File: src/rtl/blit_ctrl.sv
// blit_ctrl: blitter sequencer for the blit requester port of the VRAM arbiter.
// Performs rectangular VRAM copy (read then write) or constant fill, one 16-bit
// word per access, with signed per-line source/destination modulo.
//
// Ports:
//   clk, reset_i           clock, asynchronous active-high reset
//   blit_reg_wr_i/num/data XR blit register write (write WORDS to start)
//   blit_vram_sel_o        VRAM request; blit_vram_ack_i grant pulse
//   blit_wr_o, blit_wr_mask_o, blit_addr_o, blit_data_o  access attributes
//   vram_data_i            read data, valid the cycle after a read ack
//   busy_o, done_o         operation in progress, 1-cycle completion pulse
module blit_ctrl #(
  parameter int ADDR_W = 16,
  parameter int CNT_W  = 16
) (
  input  logic              clk,
  input  logic              reset_i,
  input  logic              blit_reg_wr_i,
  input  logic [3:0]        blit_reg_num_i,
  input  logic [15:0]       blit_reg_data_i,
  output logic              blit_vram_sel_o,
  input  logic              blit_vram_ack_i,
  output logic              blit_wr_o,
  output logic [3:0]        blit_wr_mask_o,
  output logic [ADDR_W-1:0] blit_addr_o,
  output logic [15:0]       blit_data_o,
  input  logic [15:0]       vram_data_i,
  output logic              busy_o,
  output logic              done_o
);

  typedef enum logic [1:0] {IDLE, RD_REQ, RD_DATA, WR_REQ} state_t;

  state_t state, state_nxt;

  // configuration registers
  logic [15:0] src_cfg, mod_s, dst_cfg, mod_d, lines_cfg;
  logic        const_mode;
  logic [3:0]  wr_mask;

  // working registers
  logic [ADDR_W-1:0] src_w, dst_w;
  logic [CNT_W-1:0]  word_cnt, line_cnt, words_rld;
  logic [15:0]       data_q;
  logic              done_q;

  logic              cfg_wr, start, wr_ack, last_word, last_line, complete;
  logic [ADDR_W-1:0] mod_s_ext, mod_d_ext;

  // Registers only accept writes while idle; this also drops a WORDS write
  // that coincides with the completing ack.
  assign cfg_wr    = blit_reg_wr_i && (state == IDLE);
  assign start     = cfg_wr && (blit_reg_num_i == 4'd6);
  assign wr_ack    = (state == WR_REQ) && blit_vram_ack_i;
  assign last_word = (word_cnt == '0);
  assign last_line = (line_cnt == '0);
  assign complete  = wr_ack && last_word && last_line;
  assign mod_s_ext = ADDR_W'($signed(mod_s));
  assign mod_d_ext = ADDR_W'($signed(mod_d));

  always_ff @(posedge clk or posedge reset_i) begin
    if (reset_i) state <= IDLE;
    else         state <= state_nxt;
  end

  always_comb begin
    state_nxt       = state;
    blit_vram_sel_o = 1'b0;
    blit_wr_o       = 1'b0;
    blit_wr_mask_o  = 4'hF;
    blit_addr_o     = '0;
    blit_data_o     = '0;
    case (state)
      IDLE: begin
        if (start) state_nxt = const_mode ? WR_REQ : RD_REQ;
      end
      RD_REQ: begin
        blit_vram_sel_o = 1'b1;
        blit_addr_o     = src_w;
        if (blit_vram_ack_i) state_nxt = RD_DATA;
      end
      RD_DATA: begin
        state_nxt = WR_REQ;
      end
      WR_REQ: begin
        blit_vram_sel_o = 1'b1;
        blit_wr_o       = 1'b1;
        blit_wr_mask_o  = wr_mask;
        blit_addr_o     = dst_w;
        blit_data_o     = const_mode ? src_cfg : data_q;
        if (blit_vram_ack_i) begin
          if (complete)        state_nxt = IDLE;
          else if (const_mode) state_nxt = WR_REQ;
          else                 state_nxt = RD_REQ;
        end
      end
      default: state_nxt = IDLE;
    endcase
  end

  always_ff @(posedge clk or posedge reset_i) begin
    if (reset_i) begin
      src_cfg    <= '0;
      mod_s      <= '0;
      dst_cfg    <= '0;
      mod_d      <= '0;
      lines_cfg  <= '0;
      const_mode <= 1'b0;
      wr_mask    <= 4'hF;
      src_w      <= '0;
      dst_w      <= '0;
      word_cnt   <= '0;
      line_cnt   <= '0;
      words_rld  <= '0;
      data_q     <= '0;
      done_q     <= 1'b0;
    end else begin
      done_q <= complete;
      if (cfg_wr) begin
        case (blit_reg_num_i)
          4'd0: src_cfg   <= blit_reg_data_i;
          4'd1: mod_s     <= blit_reg_data_i;
          4'd2: dst_cfg   <= blit_reg_data_i;
          4'd3: mod_d     <= blit_reg_data_i;
          4'd4: lines_cfg <= blit_reg_data_i;
          4'd5: begin
            const_mode <= blit_reg_data_i[0];
            wr_mask    <= blit_reg_data_i[7:4];
          end
          4'd6: begin
            word_cnt  <= CNT_W'(blit_reg_data_i);
            words_rld <= CNT_W'(blit_reg_data_i);
            line_cnt  <= CNT_W'(lines_cfg);
            src_w     <= ADDR_W'(src_cfg);
            dst_w     <= ADDR_W'(dst_cfg);
          end
          default: ;
        endcase
      end
      if (state == RD_DATA) data_q <= vram_data_i;
      if (wr_ack && !complete) begin
        if (last_word) begin
          if (!const_mode) src_w <= src_w + ADDR_W'(1) + mod_s_ext;
          dst_w    <= dst_w + ADDR_W'(1) + mod_d_ext;
          word_cnt <= words_rld;
          line_cnt <= line_cnt - CNT_W'(1);
        end else begin
          if (!const_mode) src_w <= src_w + ADDR_W'(1);
          dst_w    <= dst_w + ADDR_W'(1);
          word_cnt <= word_cnt - CNT_W'(1);
        end
      end
    end
  end

  assign busy_o = (state != IDLE);
  assign done_o = done_q;

endmodule

File: config.mk
export PLATFORM = sky130hd
export DESIGN_NAME = blit_ctrl
export DESIGN_NICKNAME = d
export VERILOG_FILES = /design/src/rtl/blit_ctrl.sv
export SDC_FILE = /design/constraint.sdc
export NUM_CORES = 1
export LEC_CHECK = 0
export ABC_AREA = 0
export BUFFER_PORTS_ARGS = -buffer_cell sky130_fd_sc_hd__buf_4
export CAP_MARGIN = 10
export CORE_ASPECT_RATIO = 1.1
export CORE_MARGIN = 4
export CORE_UTILIZATION = 55
export DETAILED_ROUTE_END_ITERATION = 8
export MAX_ROUTING_LAYER = met4
export PLACE_DENSITY = 0.77
export SLEW_MARGIN = 20
export SYNTH_ARGS = -nofsm -noshare
export SYNTH_HDL_FRONTEND = slang
export SYNTH_SLANG_ARGS = --single-unit
File: constraint.sdc
create_clock -name clk -period 5.8 [get_ports clk]
set_clock_uncertainty 0.15 [all_clocks]
set_input_delay 0.58 -clock clk [delete_from_list [all_inputs] [get_ports clk]]
set_output_delay 0.58 -clock clk [all_outputs]
set_load 0.01 [all_outputs]
**Word level (Yosys, flattened, before mapping)**

Index checks and enable logic that the tools add are counted.

- Add/subtract/negate cells: 6
- Eq/ne operators: 12
- Mux-type cells: 30
- Reduce and logical (&&, ||, !) cells: 24

Operators with widths:

| kind | count |
|---|---|
| $mux W16 | 20 |
| $add A16 B1 Y16 const B | 2 |
| $add A16 B16 Y16 | 2 |
| $logic_not A16 Y1 | 2 |
| $pmux W16 S2 | 1 |
| $sub A16 B1 Y16 const B | 2 |
| $reduce_and A2 Y1 | 8 |
| $eq A4 B3 Y1 const B | 3 |
| $mux W2 | 5 |
| $eq A4 B2 Y1 const B | 2 |
| $pmux W2 S4 | 1 |
| $logic_and A1 B1 Y1 | 6 |
| $ne A2 B2 Y1 const B | 3 |
| $reduce_bool A2 Y1 | 3 |
| $eq A2 B2 Y1 const B | 2 |
| $eq A4 B1 Y1 const B | 1 |
| $logic_not A4 Y1 | 1 |
| $mux W4 | 1 |
| $reduce_and A3 Y1 | 1 |
| $eq A2 B1 Y1 const B | 1 |
| $logic_not A2 Y1 | 1 |
| $mux W1 | 2 |
| $reduce_or A2 Y1 | 1 |
| $logic_not A1 Y1 | 1 |

- Register bits after elaboration: 184
- Output and inout port bits: 40
- Word-level logic and storage cells: 87

**Longest topological paths before layout**

- Depth after elaboration: 8
- Mapped depth: 14
- Depth with buffers taken out: 13

**Least setup slack after synthesis**

No wires, ideal clock.

- Path type: reg-to-reg
- Start: reg dst_w[2]
- End: reg dst_w[15]
- Setup time: 128 ps
- Arrival: 2701 ps
- Data required time: 5522 ps
- Path slack: 2821 ps
- Stages on the path, launching flop included: 13
- Buffers on the path: 0
- Path through: dfrtp_1 > and4_1 > nand4_1 > nor3_1 > xor2_1 > ha_1 > a21o_1 > a21oi_1 > o21ai_0 > a2111o_1 > o211ai_1 > mux2i_1 > nand3_1

- Word-level cells in the longest chain between the ends: 4

Ends and longest elaborated chain:

| item | line | text |
|---|---|---|
| from (decl) | 42 | `logic [ADDR_W-1:0] src_w, dst_w;` |
| from (signal assigned) | 135 | `dst_w <= ADDR_W'(dst_cfg);` |
| from (signal assigned) | 144 | `dst_w <= dst_w + ADDR_W'(1) + mod_d_ext;` |
| from (signal assigned) | 149 | `dst_w <= dst_w + ADDR_W'(1);` |
| $add A16 B1 Y16 * | 144, 149 |  |
| $add A16 B16 Y16 | 144 |  |
| $mux W16 * | 142 | `if (last_word) begin` |
| $mux W16 * | 141 | `if (wr_ack && !complete) begin` |

Every way passes the cells marked *; elsewhere a longest branch is shown, timed or not.
A chain may end at the register's enable or synchronous reset.

**Worst setup path after layout**

- Start: reg state[1]
- End: reg src_w[10]

- Word-level cells in the longest chain between the ends: 7

Ends and longest elaborated chain:

| item | line | text |
|---|---|---|
| from (decl) | 34 | `state_t state, state_nxt;` |
| from (signal assigned) | 63 | `else state <= state_nxt;` |
| $eq A2 B2 Y1 | 54 | `assign wr_ack = (state == WR_REQ) && blit_vram_ack_i;` |
| $logic_and A1 B1 Y1 | 54 |  |
| $logic_and A1 B1 Y1 (2 in series) | 57 | `assign complete = wr_ack && last_word && last_line;` |
| $logic_not A1 Y1 | 141 |  |
| $logic_and A1 B1 Y1 | 141 |  |
| $mux W16 * | 141 |  |
| to (signal assigned) | 134 | `src_w <= ADDR_W'(src_cfg);` |
| to (signal assigned) | 143 | `if (!const_mode) src_w <= src_w + ADDR_W'(1) + mod_s_ext;` |
| to (signal assigned) | 148 | `if (!const_mode) src_w <= src_w + ADDR_W'(1);` |
| to (decl) | 42 |  |

Marks and branches as above.

==> flow_summary.ini <==
[route]
wl_met1_um = 12300
vias = 8728
initialDrtViolationCount = 584
wl_um = 27900
drtPass1Iterations = 5
dr_wl_met3_um = 1380
drtAntennaViolNets = 0
drc = 0
dr.max_layer_used = met4
vias_per_cell = 6.11
wl_met2_um = 13700
wire_per_inst_um = 19.6

[clock_tree]
holdBufCountCts = 0
clkSinkCount = 184
clock_path_buffers = 2
cts.clk_slew.worst_paths_ns = 0.08
ctsResizeCount = 0
cts_setup_buffers = 0
cts_htree_levels = 4
cts_root_buffer = clkbuf_16
insertion_delay_ns = 0.44
cts_tree = built
numCtsBuffers = 17

[worst_setup_path]
path_class = reg -> reg
endpoint_kind = flip-flop
worstPathMaxFanout = 26
cp-start-kind = flip-flop
critical_path_arrival_ns = 3.93
crit_required_ns = 5.91
r2r_setup_slack_ns = 1.99

[power_and_ir_drop]
p_sw_share_pct = 39.4
pwr-share-comb_pct = 42.6
powerDensity_nw_per_um2 = 479
peakVddDrop_mv = 0.312
p_clk_share_pct = 20.7
pwr-share-seq_pct = 36.7
p_int_mw = 3.52
power_switching_mw = 2.28
leakage_nw = 5.77

[die]
chipWidth_um = 141
die_h_um = 155
die_area_um2 = 21900
placementRows = 53
initial_core_util_pct = 56.2
core_area_um2 = 19200
io-pin-count = 80

[grt]
grt_pass1_vias = 8730
antenna_found_initial = 0
grt_pass1_wl_um = 45200
grt_use_total_pct = 26.8
grt_max_degree = 131
grt_overflow = 0

[logic_synthesis]
synthesis.area_um2 = 10800
synth_top_area_cell = dfrtp_1
synth.top_cell.area_share_pct = 41.8
ys.warnings.count = 0
syn_inst = 1118
async_flop_share_pct = 100
synth.area.top_cells = dfrtp_1 (42%), mux2_2 (11%), nand2_1 (5.3%)
syn_avg_cell_area_um2 = 9.63
synth_ff_type = dfrtp_1
synth.distinct_cells = 60
synth_nets = 1199
ys_seq_elements = 184
synth-seq-area-share_pct = 42.8
synth_edf_count = 0

[final_layout]
fin_nets = 1249
multiInputGateArea_um2 = 5840
ff_latch_area_um2 = 4610
diodes = 0
drive_gt1_share_pct = 20.8
fillers = 1616
syn2layout_area_growth_pct = 12.6

[sta]
finalHoldViolations = 0
min_period_over_period_pct = 65.8
hold_slack_ns = 0.122
slew_violations = 0
max_slew_margin_pct = 25.8
tightest_slew_ns = 1.11
finalSetupViolations = 0
max_freq_ghz = 0.262
tns_ns = 0
min_period_ns = 3.81
rsz0062_at_grt = false

[place]
place_congestion = 0.922
io_buffers = 79
place_hpwl_um = 19400

[flow_run]
cap_violations = 0

[outcome]
status = completed

[hold_path]
worstHoldPathType = in -> async
[power groups by stage]
stage | registers (mW) | clock network (mW) | logic [mW]
after floorplan | 1.96 | 0 | 1.88
after global placement | 2.12 | 0 | 2.40
after detailed placement | 2.14 | 0 | 2.45
after CTS | 2.12 | 1.21 | 2.47
after global routing | 2.19 | 1.27 | 2.78
final | 2.13 | 1.20 | 2.47
[layout by cell type, fill, tap and decap left out, types with 19 or more instances in the layout]
cell,count
xor2_1,25
nor2_1,107
buf_4,91
dfrtp_1,179
xnor2_1,34
o21ai_0,43
nand2_1,152
a211oi_1,23
a31oi_1,25
mux2_2,102
and3_1,19
mux2i_1,45
ha_1,39
a21oi_1,61
nand3_1,27
[routing by layer]
| layer | up-vias | global-route usage [%] |
|---|---|---|
| met1 | 4334 | 34.6 |
| met4 | 0 | 8.18 |
| met3 | 57 | 4.08 |
| li1 | 4086 | - |
| met5 | - | - |
| met2 | 251 | 44.0 |
[metrics by stage]
stage / std cells / setup slack [ns] / instance area (um^2) / utilization [%] / power (mW)
final: 1428 / 1.99 / 12100 / 63.2 / 5.80
after global routing: 1428 / 1.75 / 12100 / 63.2 / 6.24
after CTS: 1428 / 2.07 / 12100 / 63.2 / 5.80
after detailed placement: 1396 / 2.10 / 11500 / 60.1 / 4.59
after global placement: 1396 / 2.18 / 11500 / 60.1 / 4.52
after floorplan: 1118 / 0.0762 / 10800 / - / 3.84
[cell families (layout without fill, tap and decap cells)]
kind of cell    Yosys count  in the layout  synth area share (%)
mux                     147            147                  14.9
compound gates          221            221                  13.0
fa+ha+maj                41             41                  4.91
buf+inv                  79            142                  3.16
simple gates            387            387                  16.4
xor+xnor                 59             59                  4.80
flops                   184            184                  42.8
[final timing paths]
path | start | to | cells after the start
worst max-delay path | state[1] | src_w[10] | 6
worst min-delay path | reset_i | data_q[2] | 2
worst max register to register | state[1] | src_w[10] | 6
worst min register to register | words_rld[8] | words_rld[8] | 2
max in group asynchronous | reset_i | const_mode | 3
min in group clk | vram_data_i[12] | data_q[12] | 2
[synthesized netlist by cell type, types with 6 or more instances]
library cell / count
o211ai_1: 13
nand2_1: 152
o22ai_1: 6
mux2i_1: 45
or2_2: 6
buf_2: 8
a211oi_1: 23
nor2_1: 107
o21ai_0: 43
ha_1: 39
or3_1: 13
nand3_1: 27
xnor2_1: 34
xor2_1: 25
dfrtp_1: 180
inv_1: 18
nor3_1: 17
clkbuf_1: 43
mux2_2: 102
a21oi_1: 61
nand4_1: 10
a21o_1: 14
a31oi_1: 25
and3_1: 19
[registers in the layout, summed over array words and instances (netlist names)]
name / count
const_mode: 1
data_q: 16
done_o: 1
dst_cfg: 16
dst_w: 16
line_cnt: 16
lines_cfg: 16
mod_d: 16
mod_s: 16
src_cfg: 16
src_w: 16
state: 2
word_cnt: 16
words_rld: 16
wr_mask: 4
[worst max-delay path, cell delays in order (launching register included)]
cell and delay (ns):
dfrtp_1 1.05, nand3_1 0.50, or3_1 0.69, o21a_1 0.53, nand2b_2 0.44, and3_1 0.23
a31oi_1 0.04
[cell type report]
cell class / instances / share of cell area (%)
Clock buffer: 19 / 3.66
Clock inverter: 13 / 1.30
Inverter: 19 / 0.650
Multi-Input combinational cell: 855 / 48.2
Sequential cell: 184 / 38.0
Tap cell: 247 / 2.55
Timing Repair Buffer: 91 / 5.64
(Power assumes the default switching activity.)
